`src/rtl/input_conditioner.sv`:
```
// ---------------------------------------------------------------------------
// input_conditioner
//   Front-end conditioning for the operand switches and the run/stop button.
//   Each of the three raw inputs is brought into the clk domain by a two-flop
//   synchroniser and then debounced. A debounced level only moves after the
//   synchronised input has disagreed with it for DEBOUNCE_CYCLES consecutive
//   cycles. The debounced levels drive rising-edge pulses, a change pulse and
//   a run/stop toggle. Every output comes straight from a flop.
//
// Parameters
//   DEBOUNCE_CYCLES  consecutive mismatch cycles before a level updates (>=1)
//   CNT_W            debounce counter width, 2**CNT_W >= DEBOUNCE_CYCLES
//
// Ports
//   clk         in   rising-edge system clock
//   reset       in   asynchronous active-high reset; clears all state
//   a_raw       in   raw operand-A switch (asynchronous)
//   b_raw       in   raw operand-B switch (asynchronous)
//   rs_btn_raw  in   raw run/stop pushbutton, high = pressed (asynchronous)
//   a           out  debounced level of a_raw
//   b           out  debounced level of b_raw
//   runstop     out  run/stop state, toggled by each debounced press (1 = run)
//   a_rise      out  one-cycle pulse when a goes 0->1
//   b_rise      out  one-cycle pulse when b goes 0->1
//   changed     out  one-cycle pulse when a or b changes in either direction
// ---------------------------------------------------------------------------
module input_conditioner #(
  parameter int unsigned DEBOUNCE_CYCLES = 4,
  parameter int unsigned CNT_W           = 3
) (
  input  logic clk,
  input  logic reset,
  input  logic a_raw,
  input  logic b_raw,
  input  logic rs_btn_raw,
  output logic a,
  output logic b,
  output logic runstop,
  output logic a_rise,
  output logic b_rise,
  output logic changed
);

  // Channel slots: 0 = a, 1 = b, 2 = run/stop button.
  localparam int unsigned     N_CH     = 3;
  localparam logic [CNT_W-1:0] CNT_LAST = CNT_W'(DEBOUNCE_CYCLES - 1);

  logic [N_CH-1:0]            raw;
  logic [N_CH-1:0]            sync1_q, sync1_d;
  logic [N_CH-1:0]            sync2_q, sync2_d;
  logic [N_CH-1:0]            stable_q, stable_d;
  logic [N_CH-1:0][CNT_W-1:0] cnt_q, cnt_d;
  logic [N_CH-1:0]            rise;
  logic                       runstop_q, runstop_d;
  logic                       a_rise_q, a_rise_d;
  logic                       b_rise_q, b_rise_d;
  logic                       changed_q, changed_d;

  assign raw = {rs_btn_raw, b_raw, a_raw};

  always_comb begin
    sync1_d  = raw;
    sync2_d  = sync1_q;
    stable_d = stable_q;
    for (int unsigned i = 0; i < N_CH; i++) begin
      // Counter clears on agreement, so any bounce back restarts the count.
      cnt_d[i] = '0;
      if (sync2_q[i] != stable_q[i]) begin
        if (cnt_q[i] == CNT_LAST) begin
          stable_d[i] = sync2_q[i];
        end else begin
          cnt_d[i] = cnt_q[i] + 1'b1;
        end
      end
    end

    // Edge outputs look at the next debounced level so the pulse appears in
    // the same cycle the level itself changes.
    rise      = stable_d & ~stable_q;
    a_rise_d  = rise[0];
    b_rise_d  = rise[1];
    changed_d = (stable_d[0] ^ stable_q[0]) | (stable_d[1] ^ stable_q[1]);
    runstop_d = runstop_q ^ rise[2];
  end

  always_ff @(posedge clk or posedge reset) begin
    if (reset) begin
      sync1_q   <= '0;
      sync2_q   <= '0;
      stable_q  <= '0;
      cnt_q     <= '0;
      runstop_q <= 1'b0;
      a_rise_q  <= 1'b0;
      b_rise_q  <= 1'b0;
      changed_q <= 1'b0;
    end else begin
      sync1_q   <= sync1_d;
      sync2_q   <= sync2_d;
      stable_q  <= stable_d;
      cnt_q     <= cnt_d;
      runstop_q <= runstop_d;
      a_rise_q  <= a_rise_d;
      b_rise_q  <= b_rise_d;
      changed_q <= changed_d;
    end
  end

  assign a       = stable_q[0];
  assign b       = stable_q[1];
  assign runstop = runstop_q;
  assign a_rise  = a_rise_q;
  assign b_rise  = b_rise_q;
  assign changed = changed_q;

endmodule

```
`config.mk`:
```
export PLATFORM = sky130hd
export DESIGN_NAME = input_conditioner
export DESIGN_NICKNAME = d
export VERILOG_FILES = /design/src/rtl/input_conditioner.sv
export SDC_FILE = /design/constraint.sdc
export NUM_CORES = 1
export LEC_CHECK = 0
export ABC_AREA = 0
export BUFFER_PORTS_ARGS = -buffer_cell sky130_fd_sc_hd__buf_2
export CAP_MARGIN = 10
export CORE_MARGIN = 10
export CORE_UTILIZATION = 27
export DETAILED_ROUTE_END_ITERATION = 16
export PLACE_DENSITY_LB_ADDON = 0.25
export SLEW_MARGIN = 10
export SYNTH_ARGS = -nofsm -noshare
export SYNTH_HDL_FRONTEND = slang
export SYNTH_SLANG_ARGS = --single-unit
export TNS_END_PERCENT = 5
```
`constraint.sdc`:
```
create_clock -name clk -period 3.2 [get_ports clk]
set_clock_uncertainty 0.1 [all_clocks]
set_input_delay 0.16 -clock clk [delete_from_list [all_inputs] [get_ports clk]]
set_output_delay 0.16 -clock clk [all_outputs]
set_load 0.1 [all_outputs]
```
* Word level (Yosys, flattened, before mapping) *
Index checks and enable logic that the tools add are counted.

cells by class
  bitwise gates (word level) = 6
  reduce and logical (&&, ||, !) cells = 0
  magnitude comparators = 0
  div/mod/pow operators = 0
  shifts and indexed selects = 0
  add/sub/neg operators = 3
  equal/unequal tests = 6
  multipliers = 0
  mux-type cells = 12

operator list
  cell                                                                    count
  3-bit 2-to-1 mux                                                        6
  3-bit by 1-bit adder with 3-bit output (second input constant)          3
  3-bit by 2-bit equality test with 1-bit output (second input constant)  3
  1-bit 2-to-1 mux                                                        6
  3-bit bitwise AND                                                       1
  1-bit != test                                                           3
  3-bit NOT                                                               1
  1-bit XOR                                                               3
  1-bit bitwise OR                                                        1

storage, ports and cells
  logic and storage cells = 37
  memory bits (writable) = 0
  memories = 0
  input port bits = 5
  register bits after elaboration = 22
  output and inout bits = 6
  ROM bits = 0
  bits in latches = 0

* Depth between registers and ports, before layout *
Gate-level depths: netlist of run 1.

  depth after elaboration = 5
  mapped depth = 5
  mapped depth without buffers = 5

* Least setup slack after synthesis of run 1 *
OpenSTA, ideal clock, no wires.

  kind = flip-flop to flip-flop
  from = register stable_q[1]
  to = register changed_q, in the netlist changed
  clock period less this slack = 1.708 ns
  library setup time = 0.116 ns
  data required time = 2.984 ns
  arrival = 1.492 ns
  path buffers = 0
  cell stages (with the launch flop) = 4
  setup slack = 1.492 ns
  path through = dfrtp_1 mux2_2 ha_1 nand2_1

between the ends
  word-level cells in the longest chain between the ends = 4
  elaborated cells on any way between the ends = 5
  those cells by class = eq/ne (1); mux (2); bitwise (2)

RTL lines
  item                                               line    RTL
  from (decl)                                        51      logic [N_CH-1:0] stable_q, stable_d;
  from (signal assigned)                             99      stable_q <= stable_d;
  1-bit 2-to-1 mux or 1-bit != test (tied branches)  69, 68
  1-bit 2-to-1 mux *                                 68      if (sync2_q[i] != stable_q[i]) begin
  via stable_d[1]                                    51
  1-bit XOR *                                        82      changed_d = (stable_d[0] ^ stable_q[0]) | (stable_d[1] ^ stable_q[1]);
  1-bit bitwise OR *                                 82
  via changed_d                                      57      logic changed_q, changed_d;
  to (signal assigned)                               104     changed_q <= changed_d;
  to (decl)                                          57

The timed path passes the listed nets; every way through them passes the cells marked *.

* Worst setup path after layout of run 1 *
  from = register cnt_q[3] (netlist name)
  to = register changed_q, in the netlist changed

between the ends
  word-level cells in the longest chain between the ends = 5

RTL lines
  item                                            line  RTL
  from (decl)                                     52    logic [N_CH-1:0][CNT_W-1:0] cnt_q, cnt_d;
  from (signal assigned)                          100   cnt_q <= cnt_d;
  3-bit by 2-bit equality test with 1-bit output  69    if (cnt_q[i] == CNT_LAST) begin
  1-bit 2-to-1 mux                                69
  1-bit 2-to-1 mux                                68
  via stable_d[1]                                 51
  1-bit XOR                                       82
  1-bit bitwise OR                                82
  via changed_d                                   57

The timed path passes the listed nets, and every way through them passes these cells.

==> results.sh, run 1 <==
export IMPL_outcome="finished, final reports clean"
export IMPL_hold_depth=0
export IMPL_hold_end="sync2_q[2]$_DFF_PP0_"
export IMPL_tightestPinTransition_ns=0.790
export IMPL_dieArea_sq_um=5600
export IMPL_dieHeight_um=74.8
export IMPL_synthArstFlopShare_pct=100
export IMPL_relSlewSlack_pct=47.3
export IMPL_overflow=0
export IMPL_post_cts_buffers=0
export IMPL_final_util_pct=34.3
export IMPL_portBuffers=10
export IMPL_initial_core_util_pct=28.9
export IMPL_synth_top_cell_area_share_pct=67.9
export IMPL_cp_max_fo=3
export IMPL_met3_usage_pct=4.20
export IMPL_yosys_top_cells_area="dfrtp_1 68%, ha_1 7.7%, nor3b_1 5.6%"
export IMPL_path_class="flip-flop to flip-flop"
export IMPL_n_antenna_cell=0
export IMPL_synth_top_family_by_area="simple AND/OR/NAND/NOR gates"
export IMPL_rsz0062_at_grt="no"
export IMPL_numCtsBuffers=3
export IMPL_rr_startpoint="cnt_q[3]$_DFF_PP0_"
export IMPL_setup_viol=0
export IMPL_yosysWarnings=0
export IMPL_tritoncts="built"
export IMPL_synth_most_common_cell="dfrtp_1"
export IMPL_avgSynthCellArea_sq_um=15.9
export IMPL_clk_path_buf_depth=2
export IMPL_cp_end_kind="flip-flop"
export IMPL_route_vias_total=419
export IMPL_ant_nets=0
export IMPL_drt_first_pass_iters=3
export IMPL_synth_seq_area_share_pct=67.9
export IMPL_worst_ep_required_time_ns=3.29
export IMPL_yosys_register_bits=22
export IMPL_fin_crit_ns=1.59
export IMPL_finalHoldViolCount=0
export IMPL_grt_util_met2_pct=6.63
export IMPL_finalWorstSetupSlack_ns=1.61
export IMPL_placed_area_sq_um=900
export IMPL_arrival_ns=1.69
export IMPL_via_per_inst=4.23
export IMPL_htreeDepth=1
export IMPL_hold_start="sync1_q[2]$_DFF_PP0_"
export IMPL_synth_edf_count=0
export IMPL_core_sq_um=2810
export IMPL_wl_per_cell_um=10.9
export IMPL_antenna_found_initial=0
export IMPL_grt_max_degree=23
export IMPL_yosys_area_share_simple_pct=14.5
export IMPL_top_usage_layer="met2"
export IMPL_drtIter0Drc=7
export IMPL_synthMuxAreaShare_pct=4.17
export IMPL_worstRegToRegCells=5
export IMPL_wirelength_um=1080
export IMPL_layout_drive_gt1_share_pct=27.9
export IMPL_path_clk_slew_ns=0.11
export IMPL_ys_top_cells_by_count="22 x dfrtp_1, 6 x nor3b_1, 5 x ha_1"
export IMPL_synthAdderAreaFrac_pct=7.72
export IMPL_root_buffer="clkbuf_4"
export IMPL_r2r_slack_ns=1.61
export IMPL_fmax_mhz=627
export IMPL_globalplace_congestion=0.616
export IMPL_grt_pass1_wl_um=2010
export IMPL_r2r_end="changed$_DFF_PP0_"
export IMPL_cp_start_kind="flip-flop"
export IMPL_pre_cts_slack_ns=1.60
export IMPL_gr_usage_met1_pct=5.03
export IMPL_syn_cell_area_sq_um=811
export IMPL_report_final_slew_viol_count=0
export IMPL_first_global_vias=480
export IMPL_cts_sinks=22
export IMPL_synth_compound_area_share_pct=0
export IMPL_rows=19
export IMPL_syn_to_final_growth_pct=18.7
export IMPL_drc=0
export IMPL_fin_area_sq_um=962
export IMPL_syn_inst=51
export IMPL_dp_hpwl_um=819
export IMPL_clk_latency_ns=0.29
export IMPL_fillers=279
export IMPL_grt_usage_pct=4.76
export IMPL_ys_flop_type="dfrtp_1"
export IMPL_die_w_um=74.8
export IMPL_synth_nets=61
export IMPL_hold_path_class="flip-flop to flip-flop"
export IMPL_nets=80
export IMPL_synth_xor_area_share_pct=4.32
export IMPL_num_io_pins=11
export IMPL_ys_types=11
export IMPL_finalCritPeriodShare_pct=49.8
export IMPL_cap_violations=0
export IMPL_setup_tns_ns=0
export IMPL_yosysTopAreaCell="dfrtp_1"
## routing by layer
| metal | vias to the layer above | share of wire, % |
|---|---|---|
| met5 | - | 0 |
| met4 | 0 | 0.93 |
| met3 | 2 | 13 |
| met2 | 13 | 37 |
| met1 | 196 | 48 |
| li1 | 208 | - |
## final cells by class
cell class                      count  area, sq um  area share (%)
Clock buffer                        3         22.5            2.34
Inverter                            3         11.3            1.17
Multi-Input combinational cell     26          249            25.9
Sequential cell                    22          551            57.2
Tap cell                           31         38.8            4.03
Timing Repair Buffer               14         90.1            9.36
## worst max-delay path, cell delays in order, from the launching register on
cell and delay, ns:
dfrtp_1 0.37, ha_1 0.18, nor2b_4 0.17, mux2_2 0.36, ha_1 0.28, nand2_1 0.05
## per-stage QoR
stage	std cells	hold WS (ns)
6_report	99	0.258
5_1_grt	99	0.272
4_1_cts	99	0.265
3_5_place_dp	92	0.170
3_3_place_gp	92	0.171
2_1_floorplan	51	0.0492
## cells in the final DEF (no fill, tap or decap)
master / instances
and4bb_1: 1
ha_1: 5
nor3_1: 3
mux2_2: 3
nor3b_1: 6
nand2_1: 1
inv_1: 3
nor2b_4: 3
buf_2: 10
dlygate4sd3_1: 4
dfrtp_1: 22
xnor2_1: 3
xor2_1: 1
clkbuf_4: 3
## registers in the layout (all words and copies together) (netlist names)
register	count
a_rise	1
cnt_q	9
b_rise	1
sync1_q	3
sync2_q	3
stable_q	3
runstop	1
changed	1
## worst max path at each step
| stage | endpoint | slack (ns) | startpoint | cells after the start |
|---|---|---|---|---|
| after detailed placement | changed$_DFF_PP0_ | 1.60 | cnt_q[3]$_DFF_PP0_ | 5 |
| final | changed$_DFF_PP0_ | 1.61 | cnt_q[3]$_DFF_PP0_ | 5 |
| after floorplan | changed$_DFF_PP0_ | 1.49 | stable_q[1]$_DFF_PP0_ | 3 |
| after global routing | changed$_DFF_PP0_ | 1.53 | cnt_q[3]$_DFF_PP0_ | 5 |
| after global placement | changed$_DFF_PP0_ | 1.64 | cnt_q[3]$_DFF_PP0_ | 5 |
| after CTS | changed$_DFF_PP0_ | 1.58 | cnt_q[3]$_DFF_PP0_ | 5 |
## timing repair
| action | in CTS | in global routing |
|---|---|---|
| hold endpoints to repair | 25 | 0 |
| hold buffers | 4 | 0 |
| gates resized for setup | 0 | 0 |
## logic make-up after synthesis
kind of cell             Yosys count
flip-flops                        22
AND/OR/NAND/NOR                   14
adder cells (fa/ha/maj)            5
XOR/XNOR                           4
buffers and inverters              3
multiplexers                       3
Power of run 1 is not shown: default switching activity piles up to over one toggle a cycle in this logic, so the estimate is an artifact.
==> inputs of run 2 (changes only) <==
clock period = 1.66 ns   (was 3.2 ns; I/O delays follow)
==> run 2 against run 1 <==
Effect of this change: register-to-register slack got worse by 1.5 ns; clock-buffer cell count rose by 1; via count rose by 2.1%; global-route usage barely moved; die area did not move; final cell count rose by 2.0%.
==> results.sh, run 2 (synthesis results as in run 1) <==
export IMPL_tightestPinTransition_ns=0.495
export IMPL_layout_drive_gt1_share_pct=34.3
export IMPL_overflow=0
export IMPL_die_w_um=74.8
export IMPL_relSlewSlack_pct=67.2
export IMPL_htreeDepth=1
export IMPL_setup_viol=0
export IMPL_cp_end_kind="flip-flop"
export IMPL_report_final_slew_viol_count=0
export IMPL_core_sq_um=2810
export IMPL_cp_max_fo=3
export IMPL_portBuffers=10
export IMPL_antenna_found_initial=0
export IMPL_outcome="finished, final reports clean"
export IMPL_cts_sinks=22
export IMPL_drc=0
export IMPL_initial_core_util_pct=28.9
export IMPL_globalplace_congestion=0.686
export IMPL_finalCritPeriodShare_pct=94.6
export IMPL_nets=81
export IMPL_ant_nets=0
export IMPL_setup_tns_ns=0
export IMPL_finalHoldViolCount=0
export IMPL_wirelength_um=1160
export IMPL_path_clk_slew_ns=0.11
export IMPL_rows=19
export IMPL_via_per_inst=4.24
export IMPL_clk_path_buf_depth=2
export IMPL_wl_per_cell_um=11.5
export IMPL_regMostFlops="cnt_q"
export IMPL_tritoncts="built"
export IMPL_arrival_ns=1.68
export IMPL_dieArea_sq_um=5600
export IMPL_final_cell_mix="20 x dfrtp_1, 10 x buf_2, 6 x nor3b_1, 4 x ha_1, 4 x dlygate4sd3_1"
export IMPL_route_vias_total=428
export IMPL_rsz0062_at_grt="no"
export IMPL_dp_hpwl_um=844
export IMPL_numCtsBuffers=3
export IMPL_grt_max_degree=14
export IMPL_r2r_slack_ns=0.09
export IMPL_clk_latency_ns=0.30
export IMPL_grt_usage_pct=4.79
export IMPL_path_class="flip-flop to flip-flop"
export IMPL_worst_ep_required_time_ns=1.77
export IMPL_cap_violations=0
export IMPL_largest_register_ffs=9
export IMPL_grt_pass1_wl_um=2030
export IMPL_drt_first_pass_iters=2
export IMPL_hold_path_class="input pin to asynchronous set/reset pin"
export IMPL_fmax_mhz=637
export IMPL_num_io_pins=11
export IMPL_n_antenna_cell=0
export IMPL_dieHeight_um=74.8
export IMPL_drtIter0Drc=9
export IMPL_first_global_vias=460
export IMPL_root_buffer="clkbuf_4"
export IMPL_layout_commonest_cell="dfrtp_1"
export IMPL_fin_crit_ns=1.57
export IMPL_syn_to_final_growth_pct=22.4
export IMPL_cp_start_kind="flip-flop"
-- run 2: changes by cell type in the layout (fill, tap and decap cells not counted) --
| cell | before | now |
|---|---|---|
| buf_4 | 0 | 1 |
| clkbuf_8 | 0 | 1 |
| mux2_4 | 0 | 1 |
| ha_1 | 5 | 4 |
| mux2_2 | 3 | 2 |
| dfrtp_2 | 0 | 2 |
| ha_2 | 0 | 1 |
| dfrtp_1 | 22 | 20 |
-- run 2: critical path: stages (launching register included) --
cell     delay, ns
dfrtp_1       0.37
ha_2          0.19
nor2b_4       0.18
mux2_4        0.32
ha_1          0.27
nand2_1       0.05
-- run 2: worst paths after layout --
path	startpoint	endpoint	cells past startpoint
worst max-delay path	cnt_q[3]$_DFF_PP0_	changed$_DFF_PP0_	5
worst min-delay path	reset	sync2_q[1]$_DFF_PP0_	3
worst max register to register	cnt_q[3]$_DFF_PP0_	changed$_DFF_PP0_	5
worst min register to register	sync1_q[2]$_DFF_PP0_	sync2_q[2]$_DFF_PP0_	0
max in group asynchronous	reset	cnt_q[6]$_DFF_PP0_	4
min in group clk	sync1_q[2]$_DFF_PP0_	sync2_q[2]$_DFF_PP0_	0
-- run 2: timing repair --
item                       CTS  global route
buffers inserted             0             0
hold endpoints to repair    25             0
setup endpoints to repair    0             1
resized for setup            0             2
hold buffers                 4             0
-- run 2: area by class of cell --
class                   instances  area (sq um)
flip-flops and latches         22           553
multi-input cells              26           255
repair buffers                 15          97.6
inverters                       3          11.3
well taps                      31          38.8
clock buffers                   4          36.3
fillers                       287          1810
-- run 2: stage by stage --
stage / hold slack, ns / cell area (sq um) / instances / util, % / worst slack [ns]
floorplan: -0.0279 / 813 / 51 / - / 0.167
global placement: -0.0364 / 910 / 93 / 32.4 / 0.0850
detailed placement: -0.0312 / 910 / 93 / 32.4 / 0.0742
CTS: 0.165 / 986 / 101 / 35.1 / 0.0534
global route: 0.201 / 992 / 101 / 35.4 / 0.00489
finish: 0.171 / 992 / 101 / 35.4 / 0.0891
-- run 2: routing by layer --
layer | track usage, % | wire (um) | up-vias
li1 | - | - | 212
met1 | 5.73 | 582 | 203
met2 | 6.92 | 506 | 11
met3 | 3.15 | 62 | 2
met4 | 1.26 | 7 | 0
met5 | 0 | 0 | -
Power of run 2 is left out for the same reason.
